[config.mk]
export PLATFORM = sky130hd
export DESIGN_NAME = teclado_emulador
export DESIGN_NICKNAME = d
export VERILOG_FILES = /design/src/rtl/teclado_pkg.sv /design/src/rtl/teclado_key_pos.sv /design/src/rtl/teclado_emulador.sv
export SDC_FILE = /design/constraint.sdc
export NUM_CORES = 1
export LEC_CHECK = 0
export ABC_AREA = 0
export BUFFER_PORTS_ARGS = -buffer_cell sky130_fd_sc_hd__buf_4
export CAP_MARGIN = 20
export CELL_PAD_IN_SITES_DETAIL_PLACEMENT = 2
export CELL_PAD_IN_SITES_GLOBAL_PLACEMENT = 2
export CORE_MARGIN = 8
export CORE_UTILIZATION = 41
export DETAILED_ROUTE_END_ITERATION = 8
export PLACE_DENSITY_LB_ADDON = 0.1
export SLEW_MARGIN = 20
export SYNTH_ARGS = -nofsm -noshare
export SYNTH_HDL_FRONTEND = slang
export SYNTH_SLANG_ARGS = --single-unit
[constraint.sdc]
create_clock -name clk -period 6.5 [get_ports clk]
set_input_delay 0.975 -clock clk [delete_from_list [all_inputs] [get_ports clk]]
set_output_delay 0.975 -clock clk [all_outputs]
set_load 0.05 [all_outputs]
[src/rtl/teclado_pkg.sv]
// Shared types and constants for the keypad emulator.
// Row/column patterns are active-low one-cold codes.
package teclado_pkg;

    typedef enum logic [1:0] {
        IDLE,
        PRESS_BOUNCE,
        HOLD,
        RELEASE_BOUNCE
    } state_e;

    typedef enum logic [3:0] {
        KEY_0, KEY_1, KEY_2, KEY_3,
        KEY_4, KEY_5, KEY_6, KEY_7,
        KEY_8, KEY_9, KEY_A, KEY_B,
        KEY_C, KEY_D, KEY_E, KEY_F
    } key_e;

    localparam logic [3:0] POS_W = 4'b0111;
    localparam logic [3:0] POS_X = 4'b1011;
    localparam logic [3:0] POS_Y = 4'b1101;
    localparam logic [3:0] POS_Z = 4'b1110;
    localparam logic [3:0] HIGH  = 4'b1111;

endpackage

[src/rtl/teclado_key_pos.sv]
// Key code to {row, column} position lookup.
// Layout: W=1 2 3 A, X=4 5 6 B, Y=7 8 9 C, Z=E 0 F D.
module teclado_key_pos
    import teclado_pkg::*;
(
    input  key_e       code_i,
    output logic [3:0] row_o,
    output logic [3:0] col_o
);

    always_comb begin
        {row_o, col_o} = {HIGH, HIGH};
        case (code_i)
            KEY_1:   {row_o, col_o} = {POS_W, POS_W};
            KEY_2:   {row_o, col_o} = {POS_W, POS_X};
            KEY_3:   {row_o, col_o} = {POS_W, POS_Y};
            KEY_A:   {row_o, col_o} = {POS_W, POS_Z};
            KEY_4:   {row_o, col_o} = {POS_X, POS_W};
            KEY_5:   {row_o, col_o} = {POS_X, POS_X};
            KEY_6:   {row_o, col_o} = {POS_X, POS_Y};
            KEY_B:   {row_o, col_o} = {POS_X, POS_Z};
            KEY_7:   {row_o, col_o} = {POS_Y, POS_W};
            KEY_8:   {row_o, col_o} = {POS_Y, POS_X};
            KEY_9:   {row_o, col_o} = {POS_Y, POS_Y};
            KEY_C:   {row_o, col_o} = {POS_Y, POS_Z};
            KEY_E:   {row_o, col_o} = {POS_Z, POS_W};
            KEY_0:   {row_o, col_o} = {POS_Z, POS_X};
            KEY_F:   {row_o, col_o} = {POS_Z, POS_Y};
            KEY_D:   {row_o, col_o} = {POS_Z, POS_Z};
            default: {row_o, col_o} = {HIGH, HIGH};
        endcase
    end

endmodule

[src/rtl/teclado_emulador.sv]
// Matrix keypad emulator: press bounce, hold, release bounce,
// answering the scanner's row drive with the latched key's column.
module teclado_emulador
    import teclado_pkg::*;
#(
    parameter int BOUNCE_CYCLES = 40,
    parameter int BOUNCE_TOGGLE = 3,
    parameter int HOLD_CYCLES   = 1000
) (
    input  logic       clk,
    input  logic       rst,
    input  logic [3:0] key_code,
    input  logic       press_req,
    input  logic       abort,
    input  logic [3:0] scan_in,
    output logic [3:0] cols_out,
    output logic       busy,
    output logic       done,
    output logic       key_down
);

    localparam bit          NO_BOUNCE = (BOUNCE_CYCLES == 0);
    localparam logic [15:0] B_LAST    = 16'(BOUNCE_CYCLES - 1);
    localparam logic [15:0] T_LAST    = 16'(BOUNCE_TOGGLE - 1);
    localparam logic [15:0] H_LAST    = 16'(HOLD_CYCLES - 1);

    state_e      state_q;
    key_e        code_q;
    logic        busy_q;
    logic        done_q;
    logic        key_down_q;
    logic [15:0] cnt_q;
    logic [15:0] tog_q;
    logic [3:0]  row;
    logic [3:0]  col;
    logic        flip;
    logic        hit;

    teclado_key_pos u_pos (
        .code_i(code_q),
        .row_o (row),
        .col_o (col)
    );

    assign flip = (tog_q == T_LAST);

    // Any low scanner row overlapping the key's row closes the contact.
    assign hit      = key_down_q && ((~scan_in & ~row) != 4'b0000);
    assign cols_out = hit ? col : HIGH;
    assign busy     = busy_q;
    assign done     = done_q;
    assign key_down = key_down_q;

    always_ff @(posedge clk or negedge rst) begin
        if (!rst) begin
            state_q    <= IDLE;
            code_q     <= KEY_0;
            busy_q     <= 1'b0;
            done_q     <= 1'b0;
            key_down_q <= 1'b0;
            cnt_q      <= '0;
            tog_q      <= '0;
        end else begin
            done_q <= 1'b0;
            case (state_q)
                IDLE: begin
                    if (press_req) begin
                        code_q     <= key_e'(key_code);
                        busy_q     <= 1'b1;
                        key_down_q <= 1'b1;
                        cnt_q      <= '0;
                        tog_q      <= '0;
                        state_q    <= NO_BOUNCE ? HOLD : PRESS_BOUNCE;
                    end
                end
                PRESS_BOUNCE, HOLD: begin
                    if (abort || (state_q == HOLD && cnt_q == H_LAST)) begin
                        key_down_q <= 1'b0;
                        cnt_q      <= '0;
                        tog_q      <= '0;
                        if (NO_BOUNCE) begin
                            state_q <= IDLE;
                            busy_q  <= 1'b0;
                            done_q  <= 1'b1;
                        end else begin
                            state_q <= RELEASE_BOUNCE;
                        end
                    end else if (state_q == HOLD) begin
                        cnt_q <= cnt_q + 16'd1;
                    end else if (cnt_q == B_LAST) begin
                        state_q    <= HOLD;
                        key_down_q <= 1'b1;
                        cnt_q      <= '0;
                        tog_q      <= '0;
                    end else begin
                        cnt_q <= cnt_q + 16'd1;
                        tog_q <= flip ? '0 : tog_q + 16'd1;
                        if (flip) key_down_q <= ~key_down_q;
                    end
                end
                RELEASE_BOUNCE: begin
                    if (cnt_q == B_LAST) begin
                        state_q    <= IDLE;
                        key_down_q <= 1'b0;
                        busy_q     <= 1'b0;
                        done_q     <= 1'b1;
                        cnt_q      <= '0;
                        tog_q      <= '0;
                    end else begin
                        cnt_q <= cnt_q + 16'd1;
                        tog_q <= flip ? '0 : tog_q + 16'd1;
                        if (flip) key_down_q <= ~key_down_q;
                    end
                end
                default: state_q <= IDLE;
            endcase
        end
    end

endmodule

=== Word-level counts from Yosys, hierarchy flattened ===
Memory sizes are Yosys's and may differ from the RTL's.
Index checks and enable logic that the tools add are counted.

* Flip-flop bits (word level): 41
* Bits in latches: 0
* RAM bits: 0
* Bits in read-only memories: 128
* Bits of input ports: 12
* Output and inout bits: 7
* Logic and storage cells: 63
* Memories kept: 1

* Add/subtract/negate cells: 2
* Multipliers: 0
* Div/mod/pow operators: 0
* Magnitude comparators: 0
* Eq/ne operators: 10
* Shifts and indexed selects: 0
* Muxes and demuxes: 28
* Bitwise operators: 4
* Reduce and logical (&&, ||, !) cells: 11

{| class="wikitable"
|+ Memory list
! name !! words !! bits a word !! read ports !! clocked after Yosys merged registers in !! wr ports !! RTL line !! source
|-
| (name not given) || 16 || 8 || 1 || 0 || 0 || teclado_key_pos.sv:13 || <nowiki>case (code_i)</nowiki>
|}

{| class="wikitable"
|+ Operator list
! kind !! count
|-
| $mux W16 || 8
|-
| $pmux W16 S3 || 2
|-
| $add A16 B1 Y16 const B || 2
|-
| $eq A16 B10 Y1 const B || 1
|-
| $eq A16 B2 Y1 const B || 1
|-
| $eq A16 B6 Y1 const B || 1
|-
| $mux W2 || 5
|-
| $mux W1 || 9
|-
| $not A4 Y4 || 2
|-
| $ne A3 B3 Y1 const B || 2
|-
| $pmux W2 S3 || 1
|-
| $and A4 B4 Y4 || 1
|-
| $eq A2 B2 Y1 const B || 2
|-
| $mux W4 || 1
|-
| $ne A2 B2 Y1 const B || 2
|-
| $reduce_and A2 Y1 || 2
|-
| $reduce_and A4 Y1 || 1
|-
| $reduce_bool A4 Y1 || 1
|-
| $pmux W1 S3 || 1
|-
| $reduce_and A3 Y1 || 1
|-
| $eq A2 B1 Y1 const B || 1
|-
| $logic_and A1 B1 Y1 || 2
|-
| $logic_not A2 Y1 || 1
|-
| $pmux W1 S2 || 1
|-
| other kinds (4) || 4
|}

=== Logic depth before layout (Yosys ltp) ===
* Depth after elaboration: 6
* Mapped depth: 9
* Mapped depth without buffers: 7

=== Cells and area by module ===
Synthesis repeated with hierarchy kept, for this count alone.

* Cells, all modules: 324
* Area total of the unflattened synthesis: 2907.8 µm²

{| class="wikitable"
|+ By module, submodules not included
! module !! instances !! cells an instance !! area an instance (µm²)
|-
| teclado_emulador || 1 || 288 || 2612.5
|-
| teclado_key_pos || 1 || 36 || 295.3
|}

=== Least setup slack after synthesis ===
No wires, ideal clock.

* Kind: in2out
* From: in scan_in[1]
* To: out cols_out[0]
* Data arrival time: 2.099 ns
* Slack: 3.426 ns
* Stages on the path: 4
* Path buffers: 0
* Cell sequence: o22ai_1 > mux4_2 > o21a_1 > nand3_1

* Cells in the longest elaborated chain, start to end: 5

{| class="wikitable"
|+ Ends and longest elaborated chain
! what !! RTL line !! source
|-
| from (decl) || teclado_emulador.sv:15 || <nowiki>input logic [3:0] scan_in,</nowiki>
|-
| $not A4 Y4 || teclado_emulador.sv:48 || <nowiki>assign hit = key_down_q && ((~scan_in & ~row) != 4'b0000);</nowiki>
|-
| $and A4 B4 Y4 || teclado_emulador.sv:48 ||
|-
| $reduce_bool A4 Y1 || teclado_emulador.sv:48 ||
|-
| $logic_and A1 B1 Y1 || teclado_emulador.sv:48 ||
|-
| $mux W4 || teclado_emulador.sv:49 || <nowiki>assign cols_out = hit ? col : HIGH;</nowiki>
|-
| to (decl) || teclado_emulador.sv:16 || <nowiki>output logic [3:0] cols_out,</nowiki>
|}

Every way passes these cells.

=== Final worst setup path ===
* From: reg code_q[1]
* To: out cols_out[0]

* Cells in the longest elaborated chain, start to end: 6

{| class="wikitable"
|+ Ends and longest elaborated chain
! what !! RTL line !! source
|-
| from (decl) || teclado_emulador.sv:28 || <nowiki>key_e code_q;</nowiki>
|-
| from (signal assigned) || teclado_emulador.sv:68 || <nowiki>code_q <= key_e'(key_code);</nowiki>
|-
| $mem_v2 Z16 W8 * || - ||
|-
| $not A4 Y4 || teclado_emulador.sv:48 ||
|-
| $and A4 B4 Y4 || teclado_emulador.sv:48 ||
|-
| $reduce_bool A4 Y1 || teclado_emulador.sv:48 ||
|-
| $logic_and A1 B1 Y1 || teclado_emulador.sv:48 ||
|-
| $mux W4 * || teclado_emulador.sv:49 ||
|}

Mark *: on every way between the ends. The rest lies on a longest branch, timed or not.

==> run_results.csv <==
group,metric,value,unit
outcome,status,"complete, no violations",
die,die_w,98.5,um
die,ioPinCount,19,
cts,cts_setup_buffers,0,
drt,vias_per_cell,6.21,
yosys,syn_inst,308,
cells_and_area,drive_above_1_share,16.2,%
yosys,synth_enable_flop_cells,0,
sta,worst_pin_slew,0.924,ns
hold_path,min_path_type,"reg -> reg",
die,dieArea,9700,um^2
die,die_y,98.5,um
cts,ctsResizeCount,0,
sta,hold_viol,0,
sta,rsz0062_at_grt,"false",
global_route,grtUsageMet1,19.3,%
pwr,finalPower,0.819,mW
critical_path,worst_setup_path_start_kind,"flop",
hold_path,min_from,"cnt_q[12]",
critical_path,cp.arrival,2.26,ns
global_route,grt_usage,16.9,%
global_route,grt_max_degree,42,
yosys,synthAdderAreaFrac,5.38,%
critical_path,crit_type,"reg -> out",
yosys,avgSynthCellArea,9.06,um^2
cts,hold_buffers,0,
cts,path_clk_slew,0.09,ns
cts,clk_latency,0.30,ns
drt,drt-initial-drc-count,63,
critical_path,cp_max_fo,7,
sta,max_freq,0.309,GHz
cells_and_area,finish.utilization,45.7,%
global_route,grt.overflow.total,0,
cts,cts-buffers-inserted,5,
sta,finalWorstSetupSlack,3.26,ns
placed_design,gp_congestion,0.747,
die,core,6680,um^2
cts,htreeDepth,2,
drt,drcViolationCount,0,
cells_and_area,layout.nets,344,
placed_design,placed_cell_area,2930,um^2
cts,clockRootBuffer,"clkbuf_8",
global_route,grt_use_met3,2.61,%
critical_path,r2r-start,"cnt_q[7]",
critical_path,cp.required,5.52,ns
yosys,synth_ff_type,"dfrtp_1",
global_route,grt_antenna_before_repair,0,
cells_and_area,finalInstanceArea,3050,um^2
pwr,vdd_ir_drop_max,0.103,mV
placed_design,portBuffers,18,
global_route,use_met2,31.6,%
global_route,grt_first_pass_wirelength,13500,um
sta,setup_tns,0,ns
critical_path,cp-startpoint,"code_q[1]",
yosys,muxShareOfSynthArea,3.18,%
yosys,synth_seq_cells,41,
die,initial_core_util,41.8,%
cts,cts_tree,"yes",
sta,fin_skew,0.0108,ns
cts,cts.sinks,41,
critical_path,cp-end-kind,"output pin",
cells_and_area,syn_to_final_growth,9.41,%
pwr,power_density,268,nW/um^2
yosys,synth_cell_type_count,60,
die,rows,30,
cells_and_area,fill_cells,779,
yosys,yosysWarnings,0,
flow_run,maxCapViolations,0,
drt,drt-pass1-iter-count,4,
global_route,grt.busiest_layer,"met2",
yosys,synth_compound_area_share,22.5,%
drt,vias,2490,
cells_and_area,diodes,0,
sta,post-route-period-util,49.8,%
yosys,async_flop_share,100,%
yosys,synth-simple-area-share,25.1,%
cts,clk_path_buf_depth,2,
yosys,syn_area,2790,um^2
sta,max-slew-margin-rel,37.9,%
sta,final_max_slew_viol_count,0,
drt,drt_wl_total,8000,um
yosys,synth_top_family_by_area,"simple AND/OR/NAND/NOR gates",
yosys,synthXorXnorAreaFrac,1.57,%
placed_design,place_ws,3.38,ns
sta,setup_violations,0,
drt,wl_per_cell,20.0,um
pwr,p_leak,1.27,nW
yosys,synth_nets,332,
global_route,grt_pass1_vias,2610,
sta,min_period,3.24,ns
placed_design,dp_hpwl,5710,um
yosys,ys_seq_area_share,36.8,%
drt,final_antenna_net_count,0,
-- state kept, by name, summed over array words and instances (netlist names) --
signal    count
cnt_q        16
tog_q        16
code_q        4
state_q       2
busy          1
done          1
key_down      1
-- power by group --
group / total (mW) / switching (mW) / leakage [nW] / internal (mW)
clock network: 0.222 / 0.0968 / 0.0574 / 0.125
logic: 0.284 / 0.172 / 0.655 / 0.112
registers: 0.314 / 0.0337 / 0.558 / 0.280
-- per-stage QoR --
stage / cells / hold WS [ns]
3_3_place_gp: 393 / 0.493
4_1_cts: 401 / 0.516
5_1_grt: 401 / 0.547
3_5_place_dp: 393 / 0.503
6_report: 401 / 0.515
2_1_floorplan: 308 / 0.465
-- kinds of logic after synthesis --
kind of cell	Yosys count
flip-flops	41
AO/OA/AOI/OAI	90
AND/OR/NAND/NOR	127
XOR/XNOR	5
multiplexers	7
buffers and inverters	26
adder cells (fa/ha/maj)	12
-- worst max-delay path, cell delays in order (launching register included) --
cell     delay (ns)
dfrtp_1        0.47
inv_1          0.12
ha_1           0.21
inv_1          0.10
o22ai_1        0.09
mux4_2         0.45
o21a_1         0.24
nand3_1        0.10
buf_4          0.20
-- routing by layer --
layer,vias to the layer above,part of all wire [%]
li1,1187,-
met1,1277,43
met2,18,54
met3,8,1.7
met4,0,1.2
met5,-,0
-- layout make-up --
class	instances	area (um^2)	share of cell area (%)
multi-input cells	241	1610	52.8
clock inverters	2	37.5	1.23
well taps	80	100	3.28
repair buffers	21	158	5.16
clock buffers	6	82.6	2.70
flip-flops and latches	41	1030	33.6
inverters	10	37.5	1.23
-- synthesized netlist by cell type, drive strengths merged (3+ instances only) --
library cell	number	share of area [%]
inv	10	1.3
o22ai	6	1.3
mux2	5	2.0
nor2b	4	0.90
or3	9	2.2
a2bb2oi	8	2.5
and3	3	0.72
xor2	3	0.94
o2bb2ai	3	0.94
o32ai	3	0.94
clkbuf	11	2.6
buf	4	1.1
ha	12	5.4
o31ai	11	3.3
nor3	11	2.6
or4	6	1.8
nand2	36	4.8
nor4	10	2.2
a21o	4	1.1
nand4	5	1.1
and4	3	0.99
a21oi	9	1.6
nand2b	6	1.3
nor2	11	1.5
dfrtp	41	37
o21ai	31	5.6
nand3	14	2.5
o41ai	3	0.94
-- cells in the final DEF, fill, tap and decap left out, types with 4 or more instances in the layout --
cell and count:
a21o_1 4, a21oi_1 9, a2bb2oi_1 8, buf_4 21
clkbuf_8 6, dfrtp_1 41, ha_1 12, inv_1 10
mux2_2 5, nand2_1 36, nand2b_1 6, nand3_1 14
nand4_1 5, nor2_1 11, nor2b_1 4, nor3_1 9
nor4_1 10, o21ai_0 31, o22ai_1 6, o31ai_1 9
or3_1 8, or4_1 4
-- path summary, 6_finish.rpt --
| check | cells after the start | slack [ns] | endpoint |
|---|---|---|---|
| worst max-delay path | 8 | 3.26 | cols_out[0] |
| worst min-delay path | 1 | 0.52 | cnt_q[12] |
| worst max register to register | 5 | 3.72 | tog_q[10] |
| worst min register to register | 1 | 0.52 | cnt_q[12] |
| max in group asynchronous | 1 | 5.44 | tog_q[15] |
| min in group asynchronous | 1 | 0.67 | cnt_q[14] |
Note: power is estimated with default switching activity, not from simulation.
